## config.mk

```make
export PLATFORM = sky130hd
export DESIGN_NAME = eth_frame_gen_flat
export DESIGN_NICKNAME = d
export VERILOG_FILES = /design/src/rtl/eth_frame_gen_pkg.sv /design/src/rtl/eth_frame_gen_if.sv /design/src/rtl/eth_frame_gen_prbs8.sv /design/src/rtl/eth_frame_gen.sv /design/src/flat_wrapper.sv
export SDC_FILE = /design/constraint.sdc
export NUM_CORES = 1
export LEC_CHECK = 0
export ABC_AREA = 1
export BUFFER_PORTS_ARGS = -buffer_cell sky130_fd_sc_hd__buf_4
export CAP_MARGIN = 20
export CORE_MARGIN = 10
export CORE_UTILIZATION = 55
export CTS_CLUSTER_DIAMETER = 200
export DETAILED_ROUTE_END_ITERATION = 12
export PLACE_DENSITY = 0.77
export SLEW_MARGIN = 10
export SYNTH_ARGS = -nofsm -noshare
export SYNTH_HDL_FRONTEND = slang
export SYNTH_SLANG_ARGS = --single-unit
```

## constraint.sdc

```tcl
create_clock -name clk -period 6.6 [get_ports clk]
set_input_delay 0.66 -clock clk [delete_from_list [all_inputs] [get_ports clk]]
set_output_delay 0.66 -clock clk [all_outputs]
set_load 0.03 [all_outputs]
```

## src/rtl/eth_frame_gen_pkg.sv

```systemverilog
// Shared types and constants for the Ethernet frame generator.
package eth_frame_gen_pkg;

    typedef enum logic [2:0] {
        ST_IDLE,
        ST_HEADER,
        ST_PAYLOAD,
        ST_GAP,
        ST_DONE
    } state_t;

    // Destination MAC (6) + source MAC (6) + EtherType (2).
    localparam int unsigned HDR_LEN = 14;

    localparam logic [1:0] MODE_INCR  = 2'd0;
    localparam logic [1:0] MODE_PRBS8 = 2'd1;
    localparam logic [1:0] MODE_CONST = 2'd2;
    localparam logic [1:0] MODE_RSVD  = 2'd3;

    // Fibonacci taps for x^8+x^6+x^5+x^4+1 on a left-shifting register.
    localparam logic [7:0] PRBS8_TAPS = 8'hB8;
    localparam logic [7:0] PRBS8_SEED = 8'hFF;

    // Per-frame configuration captured at every frame boundary.
    typedef struct packed {
        logic [15:0] len;
        logic [31:0] gap;
        logic [1:0]  mode;
        logic [7:0]  fill;
        logic [31:0] limit;
    } cfg_t;

    function automatic logic [15:0] clamp_len(input logic [15:0] len,
                                              input logic [15:0] lo,
                                              input logic [15:0] hi);
        if (len < lo)
            return lo;
        else if (len > hi)
            return hi;
        else
            return len;
    endfunction

endpackage

```

## src/rtl/eth_frame_gen_if.sv

```systemverilog
// Byte-wide AXI4-Stream link between the frame generator and the MAC.
interface eth_frame_gen_if;
    logic [7:0] tdata;
    logic       tvalid;
    logic       tlast;
    logic       tready;

    modport master (output tdata, output tvalid, output tlast, input tready);
    modport slave  (input tdata, input tvalid, input tlast, output tready);
endinterface

```

## src/rtl/eth_frame_gen_prbs8.sv

```systemverilog
// PRBS8 payload source: reloads the seed on load_i, steps on advance_i.
module eth_frame_gen_prbs8
    import eth_frame_gen_pkg::*;
(
    input  logic       clk,
    input  logic       rst_n,
    input  logic       load_i,
    input  logic       advance_i,
    output logic [7:0] prbs_o
);

    logic [7:0] lfsr_q;

    // Seed at frame start, otherwise shift in the XOR of the tapped bits.
    always_ff @(posedge clk or negedge rst_n) begin
        if (!rst_n)
            lfsr_q <= PRBS8_SEED;
        else if (load_i)
            lfsr_q <= PRBS8_SEED;
        else if (advance_i)
            lfsr_q <= {lfsr_q[6:0], ^(lfsr_q & PRBS8_TAPS)};
    end

    assign prbs_o = lfsr_q;

endmodule

```

## src/rtl/eth_frame_gen.sv

```systemverilog
// Ethernet frame generator: header + patterned payload onto AXI4-Stream,
// with inter-frame gap, per-run frame limit and sent-frame/byte counters.
module eth_frame_gen
    import eth_frame_gen_pkg::*;
#(
    parameter int unsigned C_MIN_LEN = 60,
    parameter int unsigned C_MAX_LEN = 1514
) (
    input  logic                   clk,
    input  logic                   rst_n,
    input  logic                   enable,
    input  logic                   time_running,
    input  logic [47:0]            dst_mac,
    input  logic [47:0]            src_mac,
    input  logic [15:0]            ethertype,
    input  logic [15:0]            frame_length,
    input  logic [31:0]            gap_cycles,
    input  logic [1:0]             payload_mode,
    input  logic [7:0]             fill_byte,
    input  logic [31:0]            frame_limit,
    eth_frame_gen_if.master        m_axis,
    output logic                   busy,
    output logic [63:0]            frames_sent,
    output logic [63:0]            bytes_sent
);

    state_t       state_q;
    cfg_t         cfg_q;
    cfg_t         cfg_in;
    logic [111:0] hdr_q;          // header bytes, next byte to send in the top 8 bits
    logic [15:0]  idx_q;          // byte index within the current frame
    logic [31:0]  frames_run_q;
    logic [31:0]  gap_cnt_q;
    logic         tvalid_q;
    logic         busy_q;
    logic [63:0]  frames_q;
    logic [63:0]  bytes_q;

    logic         run;
    logic         accept;
    logic         is_last;
    logic         limit_hit;
    logic         start_frame;
    logic [7:0]   prbs_byte;
    logic [7:0]   pay_idx;
    logic [7:0]   tdata;

    assign run     = enable & time_running;
    assign accept  = tvalid_q & m_axis.tready;
    assign is_last = (state_q == ST_PAYLOAD) && (idx_q == cfg_q.len - 16'd1);
    assign limit_hit = (cfg_q.limit != 32'd0) && (frames_run_q + 32'd1 == cfg_q.limit);

    // A new frame begins from IDLE, at the end of a gap, or back-to-back
    // straight after a tlast handshake when no gap is configured.
    assign start_frame = run && ((state_q == ST_IDLE) ||
                                 (state_q == ST_GAP && gap_cnt_q == 32'd1) ||
                                 (accept && is_last && !limit_hit && cfg_q.gap == 32'd0));

    // Live configuration with the length already clamped, ready to be latched.
    always_comb begin
        cfg_in       = '0;
        cfg_in.len   = clamp_len(frame_length, 16'(C_MIN_LEN), 16'(C_MAX_LEN));
        cfg_in.gap   = gap_cycles;
        cfg_in.mode  = payload_mode;
        cfg_in.fill  = fill_byte;
        cfg_in.limit = frame_limit;
    end

    // Frame sequencing, counters and registered stream handshake outputs.
    always_ff @(posedge clk or negedge rst_n) begin
        if (!rst_n) begin
            state_q      <= ST_IDLE;
            cfg_q        <= '0;
            hdr_q        <= '0;
            idx_q        <= '0;
            frames_run_q <= '0;
            gap_cnt_q    <= '0;
            tvalid_q     <= 1'b0;
            busy_q       <= 1'b0;
            frames_q     <= '0;
            bytes_q      <= '0;
        end else begin
            if (accept)
                bytes_q <= bytes_q + 64'd1;
            if (accept && is_last)
                frames_q <= frames_q + 64'd1;

            case (state_q)
                ST_IDLE: begin
                    tvalid_q <= 1'b0;
                    busy_q   <= 1'b0;
                    if (run)
                        frames_run_q <= '0;
                end
                ST_HEADER: begin
                    if (accept) begin
                        hdr_q <= {hdr_q[103:0], 8'h00};
                        idx_q <= idx_q + 16'd1;
                        if (idx_q == 16'(HDR_LEN - 1))
                            state_q <= ST_PAYLOAD;
                    end
                end
                ST_PAYLOAD: begin
                    if (accept) begin
                        if (is_last) begin
                            frames_run_q <= frames_run_q + 32'd1;
                            if (limit_hit) begin
                                state_q  <= ST_DONE;
                                tvalid_q <= 1'b0;
                                busy_q   <= 1'b0;
                            end else if (!run) begin
                                state_q  <= ST_IDLE;
                                tvalid_q <= 1'b0;
                                busy_q   <= 1'b0;
                            end else if (cfg_q.gap != 32'd0) begin
                                state_q   <= ST_GAP;
                                tvalid_q  <= 1'b0;
                                gap_cnt_q <= cfg_q.gap;
                            end
                        end else begin
                            idx_q <= idx_q + 16'd1;
                        end
                    end
                end
                ST_GAP: begin
                    if (gap_cnt_q == 32'd1) begin
                        if (!run) begin
                            state_q <= ST_IDLE;
                            busy_q  <= 1'b0;
                        end
                    end else begin
                        gap_cnt_q <= gap_cnt_q - 32'd1;
                    end
                end
                ST_DONE: begin
                    tvalid_q <= 1'b0;
                    busy_q   <= 1'b0;
                    if (!run)
                        state_q <= ST_IDLE;
                end
                default: begin
                    state_q  <= ST_IDLE;
                    tvalid_q <= 1'b0;
                    busy_q   <= 1'b0;
                end
            endcase

            // Frame start overrides the state branches: latch config, restart at byte 0.
            if (start_frame) begin
                cfg_q    <= cfg_in;
                hdr_q    <= {dst_mac, src_mac, ethertype};
                idx_q    <= '0;
                state_q  <= ST_HEADER;
                tvalid_q <= 1'b1;
                busy_q   <= 1'b1;
            end
        end
    end

    eth_frame_gen_prbs8 u_prbs8 (
        .clk       (clk),
        .rst_n     (rst_n),
        .load_i    (start_frame),
        .advance_i (accept && state_q == ST_PAYLOAD),
        .prbs_o    (prbs_byte)
    );

    assign pay_idx = idx_q[7:0] - 8'(HDR_LEN);

    // Byte mux; everything feeding it is registered so it holds during stalls.
    always_comb begin
        tdata = 8'h00;
        if (tvalid_q) begin
            if (state_q == ST_HEADER) begin
                tdata = hdr_q[111:104];
            end else begin
                case (cfg_q.mode)
                    MODE_PRBS8:           tdata = prbs_byte;
                    MODE_CONST:           tdata = cfg_q.fill;
                    MODE_INCR, MODE_RSVD: tdata = pay_idx;
                    default:              tdata = pay_idx;
                endcase
            end
        end
    end

    assign m_axis.tdata  = tdata;
    assign m_axis.tvalid = tvalid_q;
    assign m_axis.tlast  = tvalid_q & is_last;
    assign busy          = busy_q;
    assign frames_sent   = frames_q;
    assign bytes_sent    = bytes_q;

endmodule

```

## src/flat_wrapper.sv

```systemverilog
// flat-port wrapper written by rule: the top's interface ports become plain ports
module eth_frame_gen_flat import eth_frame_gen_pkg::*;
#(
    parameter int unsigned C_MIN_LEN = 60,
    parameter int unsigned C_MAX_LEN = 1514
)
  (clk, rst_n, enable, time_running, dst_mac, src_mac, ethertype, frame_length, gap_cycles, payload_mode, fill_byte, frame_limit, busy, frames_sent, bytes_sent, m_axis_tdata, m_axis_tvalid, m_axis_tlast, m_axis_tready);
  eth_frame_gen_if m_axis_i ();
  input  logic clk;
  input  logic rst_n;
  input  logic enable;
  input  logic time_running;
  input  logic [47:0] dst_mac;
  input  logic [47:0] src_mac;
  input  logic [15:0] ethertype;
  input  logic [15:0] frame_length;
  input  logic [31:0] gap_cycles;
  input  logic [1:0] payload_mode;
  input  logic [7:0] fill_byte;
  input  logic [31:0] frame_limit;
  output logic busy;
  output logic [63:0] frames_sent;
  output logic [63:0] bytes_sent;
  output wire logic [$bits(m_axis_i.tdata)-1:0] m_axis_tdata;
  output wire logic [$bits(m_axis_i.tvalid)-1:0] m_axis_tvalid;
  output wire logic [$bits(m_axis_i.tlast)-1:0] m_axis_tlast;
  input wire logic [$bits(m_axis_i.tready)-1:0] m_axis_tready;
  assign m_axis_tdata = m_axis_i.tdata;
  assign m_axis_tvalid = m_axis_i.tvalid;
  assign m_axis_tlast = m_axis_i.tlast;
  assign m_axis_i.tready = m_axis_tready;
  eth_frame_gen #(.C_MIN_LEN(C_MIN_LEN), .C_MAX_LEN(C_MAX_LEN)) u_core (.clk(clk), .rst_n(rst_n), .enable(enable), .time_running(time_running), .dst_mac(dst_mac), .src_mac(src_mac), .ethertype(ethertype), .frame_length(frame_length), .gap_cycles(gap_cycles), .payload_mode(payload_mode), .fill_byte(fill_byte), .frame_limit(frame_limit), .m_axis(m_axis_i), .busy(busy), .frames_sent(frames_sent), .bytes_sent(bytes_sent));
endmodule
```

==> results of run 1 <==
-- final cells by class --
type	instances	share of cell area [%]
clock buffer	63	4.790
clock inverter	22	0.9704
inverter	331	4.420
multi-input combinational	2211	40.04
sequential	423	37.70
tap	539	2.399
timing repair buffer	355	9.687
-- power groups by stage --
stage / Sequential [uW] / Clock, uW / Combinational, uW
floorplan: 3720 / 0 / 1800
finish: 3880 / 2770 / 2470
detailed placement: 3890 / 0 / 2460
global route: 3950 / 2910 / 2810
CTS: 3870 / 2800 / 2480
global placement: 3870 / 0 / 2360
-- cell usage after synthesis (45+ instances only) --
master,count
o21ai_0,169
inv_1,320
a21oi_1,49
dfrtp_1,415
nor2_1,295
nand4_1,72
nand2_1,897
xor2_1,126
nor3_1,90
xnor2_1,45
nand3_1,188
a22oi_1,55
-- cells in the final DEF (no fill, tap or decap), drive strengths merged, types with 5 or more instances in the layout --
| cell | n |
|---|---|
| a22oi | 88 |
| xor2 | 126 |
| nor3 | 91 |
| ha | 11 |
| o22ai | 7 |
| nor2 | 303 |
| o31ai | 10 |
| dfrtp | 415 |
| dfstp | 8 |
| nand2 | 902 |
| xnor2 | 45 |
| o21bai | 5 |
| nand4 | 72 |
| nor4 | 34 |
| inv | 326 |
| buf | 355 |
| nand3 | 191 |
| bufinv | 6 |
| mux2 | 30 |
| a21oi | 49 |
| clkbuf | 63 |
| nand3b | 6 |
| clkinv | 19 |
| o21ai | 208 |
-- registers in the layout (all words and copies together) (netlist names) --
name,cells
u_core.u_prbs8.prbs_o,8
u_core.frames_sent,64
u_core.m_axis.tvalid,1
u_core.cfg_q,90
u_core.gap_cnt_q,32
u_core.frames_run_q,32
u_core.hdr_q,112
u_core.state_q,3
u_core.idx_q,16
u_core.bytes_sent,64
u_core.busy,1
-- worst max-delay path, cell delays in order (launching register included) --
cell      delay [ns]
dfrtp_1         0.42
nor2_1          0.08
inv_1           0.06
nor2_1          0.05
nand2_1         0.75
clkinv_1        0.59
a31oi_1         0.67
nand2_8         0.50
inv_2           0.75
nand2_1         0.27
o21ai_0         0.24
-- logic make-up after synthesis --
| family | count (synthesis) | synth area share (%) |
|---|---|---|
| and+or+nand+nor | 1612 | 28.77 |
| buffers and inverters | 428 | 7.657 |
| DFF | 423 | 44.84 |
| AOI/OAI and AO/OA | 384 | 10.15 |
| xor gates and xnor gates | 173 | 6.529 |
| muxes | 31 | 1.472 |
| adders and majority gates | 11 | 0.5825 |
-- metal layers --
| layer | GRT usage, % | share of wire (%) | vias to the layer above |
|---|---|---|---|
| met3 | 5.134 | 7.0 | 136 |
| met1 | 35.84 | 42 | 10560 |
| met4 | 9.867 | 3.2 | 0 |
| met5 | 0 | 0 | - |
| met2 | 46.06 | 48 | 724 |
| li1 | - | - | 10570 |
-- path summary, 6_finish.rpt --
| path | slack, ns | from | cells past startpoint | end |
|---|---|---|---|---|
| hold reg to reg | 0.47 | u_core.hdr_q[1]$_DFFE_PN0P_ | 2 | u_core.hdr_q[1]$_DFFE_PN0P_ |
| min in group clk | 0.28 | src_mac[31] | 3 | u_core.hdr_q[47]$_DFFE_PN0P_ |
| hold / removal | 0.09 | rst_n | 1 | u_core.frames_sent[18]$_DFFE_PN0P_ |
| max in group asynchronous | 4.98 | rst_n | 2 | u_core.hdr_q[61]$_DFFE_PN0P_ |
| setup / recovery | 2.09 | u_core.state_q[0]$_DFFE_PN0P_ | 10 | u_core.u_prbs8.prbs_o[1]$_DFFE_PN1P_ |
| setup reg to reg | 2.09 | u_core.state_q[0]$_DFFE_PN0P_ | 10 | u_core.u_prbs8.prbs_o[1]$_DFFE_PN1P_ |
-- metrics by stage --
stage	worst slack [ns]	hold WS [ns]	utilization (%)
after floorplan	3.913	0.3644	-
final	2.092	0.09462	66.56
after detailed placement	1.576	0.4624	62.73
after CTS	2.112	0.1276	66.56
after global routing	1.681	0.1534	66.56
after global placement	1.738	0.4545	62.73
==> impl_metrics.tcl, run 1 <==
set metrics [dict create \
    status "completed" \
    htreeDepth 2 \
    gr-usage-all-layers_pct 27.77 \
    power.density_nw_per_um2 324.4 \
    setup-tns-final_ns 0 \
    drive_gt1_share_pct 15.74 \
    synth.cell_area_um2 23630 \
    drc 0 \
    yosys_most_used_dff "dfrtp_1" \
    grt_pass1_wl_um 116000 \
    nFillCells 3621 \
    period_minus_slack_ns 4.508 \
    crit_type "reg -> reg" \
    syn_inst 3062 \
    pwr-share-comb_pct 27.1 \
    avgSynthCellArea_um2 7.717 \
    worstPathMaxFanout 122 \
    dieArea_um2 51650 \
    vias 21990 \
    hpwl_um 54530 \
    overflow 0 \
    grt_max_degree 179 \
    clk_path_buf_depth 3 \
    relSlewSlack_pct 30.53 \
    antenna_cells 0 \
    cts_sinks 423 \
    cts_buffers 47 \
    antenna_left 0 \
    regArea_um2 10600 \
    finalPower_uw 9117 \
    post_cts_buffers 0 \
    tightest_slew_ns 1.041 \
    area_growth_pct 18.95 \
    root_buffer "clkbuf_16" \
    numPlacedInstances 3859 \
    avgRoutedWirePerCell_um 18.44 \
    cts.reportedPaths.clkPinSlew_ns 0.06 \
    io_buffers 345 \
    yosysTopAreaCellShare_pct 43.95 \
    cts_tree "yes" \
    required_ns 7.10 \
    core_um2 42230 \
    synth_cell_types 51 \
    async_flop_share_pct 100.0 \
    drtIter0Drc 1825 \
    start_kind "flop" \
    synth_nets 3280 \
    clock.fmax_mhz 221.9 \
    endpoint_kind "flop" \
    rsz0062_at_grt "no" \
    clockPowerShare_pct 30.4 \
    io_pins 346 \
    hold_class "in -> async" \
    gp_congestion 0.9605 \
    fp-row-count 75 \
    viasPerCell 5.575 \
    clkLatencyLatePin_ns 0.58 \
    antenna_found_initial 0 \
    setup_violations 0 \
    yosysTopAreaCell "dfrtp_1" \
    synth_edf_count 0 \
    p_leak_uw 0.01340 \
    stdcell_count 3944 \
    swShare_pct 35.82 \
    grt_pass1_vias 22040 \
    slew_violations 0 \
    skew_ns 0.01591 \
    period_share_pct 68.30 \
    hold_violations 0 \
    multi_input_area_um2 11250 \
    power_frac_seq_pct 42.5 \
    die_h_um 227.3 \
    initial_core_util_pct 55.96 \
    synth-seq-cells 423 \
    synth_warnings 0 \
    first_pass_iters 6 \
    cts_hold_buf 0 \
    synth_area_leaders "dfrtp_1 (44%), nand2_1 (14%), inv_1 (5.1%)" \
    ir_worst_vdd_mv 0.2204 \
    final_cell_area_um2 28110 \
    routed_wirelength_um 72730 \
    cp.arrival_ns 5.00 \
    drv_cap 0 \
    p_int_uw 5851 \
    fin_nets 3587 \
    die_width_um 227.3 \
    placed_cell_area_um2 26490 \
    p_sw_uw 3265 \
    ys_seq_area_share_pct 44.84 \
    cts-resized-gates 0 \
]
No activity file was read; power rests on OpenSTA's default activity.
==> run 2: changes to the inputs <==
--- a/config.mk
+++ b/config.mk
@@ -5,11 +5,11 @@
 export SDC_FILE = /design/constraint.sdc
 export NUM_CORES = 1
 export LEC_CHECK = 0
-export ABC_AREA = 1
+export ABC_AREA = 0
 export BUFFER_PORTS_ARGS = -buffer_cell sky130_fd_sc_hd__buf_4
 export CAP_MARGIN = 20
 export CORE_MARGIN = 10
-export CORE_UTILIZATION = 55
+export CORE_UTILIZATION = 52
 export CTS_CLUSTER_DIAMETER = 200
 export DETAILED_ROUTE_END_ITERATION = 12
 export PLACE_DENSITY = 0.77
==> constraint.sdc (replaced) <==
create_clock -name clk -period 4.04 [get_ports clk]
set_input_delay 0.404 -clock clk [delete_from_list [all_inputs] [get_ports clk]]
set_output_delay 0.404 -clock clk [all_outputs]
set_load 0.03 [all_outputs]
==> impl_metrics.tcl, run 2 <==
set metrics [dict create \
    worst_r2r_endpoint "u_core.hdr_q[94]$_DFFE_PN0P_" \
    async_flop_share_pct 100.0 \
    clk_path_buf_depth 3 \
    core_um2 40650 \
    synth_warnings 0 \
    cp.arrival_ns 4.32 \
    ir_worst_vdd_mv 0.3844 \
    worst_slack_ns 0.1598 \
    setup_violations 0 \
    period_minus_slack_ns 3.880 \
    routed_wirelength_um 64190 \
    cts_buffers 45 \
    viasPerCell 5.795 \
    grt_pass1_vias 18920 \
    vias 18950 \
    layout_commonest_cell "nand2_1" \
    endpoint_kind "flop" \
    antenna_found_initial 2 \
    root_buffer "clkbuf_16" \
    max_flop_register "u_core.hdr_q" \
    cts_sinks 423 \
    tightest_slew_ns 1.084 \
    drc 0 \
    hold_violations 0 \
    power_frac_seq_pct 44.6 \
    hold_class "in -> reg" \
    largest_reg_flops 112 \
    avgSynthCellArea_um2 8.971 \
    yosys_most_used_dff "dfrtp_1" \
    clock.fmax_mhz 257.7 \
    antenna_cells 0 \
    fp-row-count 74 \
    grt_max_degree 118 \
    synth-seq-cells 423 \
    hold-worst-slack_ns 0.03471 \
    p_leak_uw 0.01263 \
    start_kind "flop" \
    swShare_pct 34.29 \
    skew_ns 0.01500 \
    critical_path.startpoint "u_core.frames_run_q[0]$_DFFE_PN0P_" \
    crit_end "u_core.hdr_q[94]$_DFFE_PN0P_" \
    die_width_um 222.4 \
    power.density_nw_per_um2 549.8 \
    gp_congestion 0.9322 \
    clockPowerShare_pct 29.3 \
    clkLatencyLatePin_ns 0.57 \
    cts.reportedPaths.clkPinSlew_ns 0.06 \
    final_util_pct 64.76 \
    antenna_left 0 \
    synth_area_leaders "dfrtp_1 (49%), nand2_1 (10%), xnor2_1 (5.6%)" \
    required_ns 4.48 \
    pwr-share-comb_pct 26.2 \
    hpwl_um 46580 \
    io_pins 346 \
    first_pass_iters 6 \
    synth.cell_area_um2 21300 \
    ys_seq_area_share_pct 49.75 \
    yosysTopAreaCell "dfrtp_1" \
    avgRoutedWirePerCell_um 19.62 \
    p_int_uw 9511 \
    gr-usage-all-layers_pct 25.23 \
    worstPathMaxFanout 86 \
    fin_nets 2925 \
    r2r_slack_ns 0.16 \
    slew_violations 0 \
    yosys.cell_count.top_type "nand2_1" \
    syn_inst 2374 \
    io_buffers 345 \
    overflow 0 \
    die_h_um 222.4 \
    dieArea_um2 49450 \
    cts_tree "yes" \
    status "completed" \
    grt_pass1_wl_um 103600 \
    top_regs "u_core.hdr_q (112), u_core.cfg_q (90)" \
    post-place-ws_ns 0.07406 \
    drive_gt1_share_pct 19.68 \
    p_sw_uw 4963 \
    final_cell_mix "nand2_1 (589), dfrtp_1 (414), buf_4 (400)" \
    nFillCells 3321 \
    period_share_pct 96.05 \
    drv_cap 0 \
    rsz0062_at_grt "no" \
    htreeDepth 2 \
    setup-tns-final_ns 0 \
    synth_common_cells "nand2_1 (590), dfrtp_1 (415), nor2_1 (145), xnor2_1 (136), a22oi_1 (109)" \
    r2r_start "u_core.frames_run_q[0]$_DFFE_PN0P_" \
    area_growth_pct 23.60 \
    synth_nets 2592 \
    synth_edf_count 0 \
    yosysTopAreaCellShare_pct 48.76 \
    relSlewSlack_pct 27.48 \
    crit_type "reg -> reg" \
    synth_cell_types 78 \
    drtIter0Drc 1820 \
    initial_core_util_pct 52.39 \
    r2r_cells 13 \
]
[run 2: critical path: stages, from the launching register on]
cell      delay, ns
dfrtp_1        0.44
ha_1           0.21
nand4_1        0.35
nor4_1         0.39
buf_4          0.18
a211o_1        0.12
nand3_1        0.09
or4_4          0.56
nor4_4         0.34
a211oi_4       0.15
or2_4          0.32
buf_12         0.23
a22oi_1        0.26
nand2_1        0.07
[run 2: final cells by class]
type                            instances  area [um^2]  share of cell area [%]
Multi-Input combinational cell       1787        10110                   38.41
Inverter                               33        123.9                  0.4706
Clock buffer                           63         1284                   4.877
Tap cell                              532        665.6                   2.529
Sequential cell                       423        10600                   40.26
Clock inverter                         16        214.0                  0.8128
Timing Repair Buffer                  417         3328                   12.64
[run 2: stage by stage]
stage	std cells	power, uW	instance area [um^2]
global placement	3190	10050	24760
global route	3271	15370	26320
detailed placement	3190	10230	24760
finish	3271	14470	26320
CTS	3270	14510	26260
floorplan	2374	8786	21300
[run 2: per-layer routing]
metal	routed length [um]	track usage, %	part of all wire, %
met5	13	0	0.020
met2	30750	40.96	48
met4	1273	6.757	2.0
met1	27550	33.65	43
met3	4598	5.370	7.2
[run 2: power groups by stage]
stage,registers [uW],logic (uW),clock network (uW)
detailed placement,6470,3750,0
global placement,6440,3610,0
floorplan,6070,2720,0
CTS,6430,3780,4310
finish,6450,3790,4230
global route,6590,4300,4480
[run 2: logic make-up after synthesis]
kind of cell,after synthesis,share of synthesized area [%]
DFF,423,49.75
adders and majority gates,11,0.6463
buffers and inverters,164,3.178
and+or+nand+nor,1172,25.77
muxes,4,0.2056
AOI/OAI and AO/OA,408,12.48
xor gates and xnor gates,192,7.961
[run 2: worst min path at each step]
stage                                       startpoint                            to  cells after the start
after floorplan                                  rst_n       u_core.busy$_DFFE_PN0P_                      0
after global placement    u_core.hdr_q[52]$_DFFE_PN0P_  u_core.hdr_q[52]$_DFFE_PN0P_                      2
after detailed placement  u_core.hdr_q[69]$_DFFE_PN0P_  u_core.hdr_q[69]$_DFFE_PN0P_                      2
after CTS                                 fill_byte[0]  u_core.cfg_q[32]$_DFFE_PN0N_                      3
after global routing                    gap_cycles[22]  u_core.cfg_q[64]$_DFFE_PN0N_                      3
final                                   gap_cycles[22]  u_core.cfg_q[64]$_DFFE_PN0N_                      3
[run 2: repair_timing]
action	in CTS	in global routing
endpoints found under the setup margin	0	154
endpoints found under the hold margin	95	0
hold buffers	1	0
gates resized for setup	0	9
buffers inserted	0	1
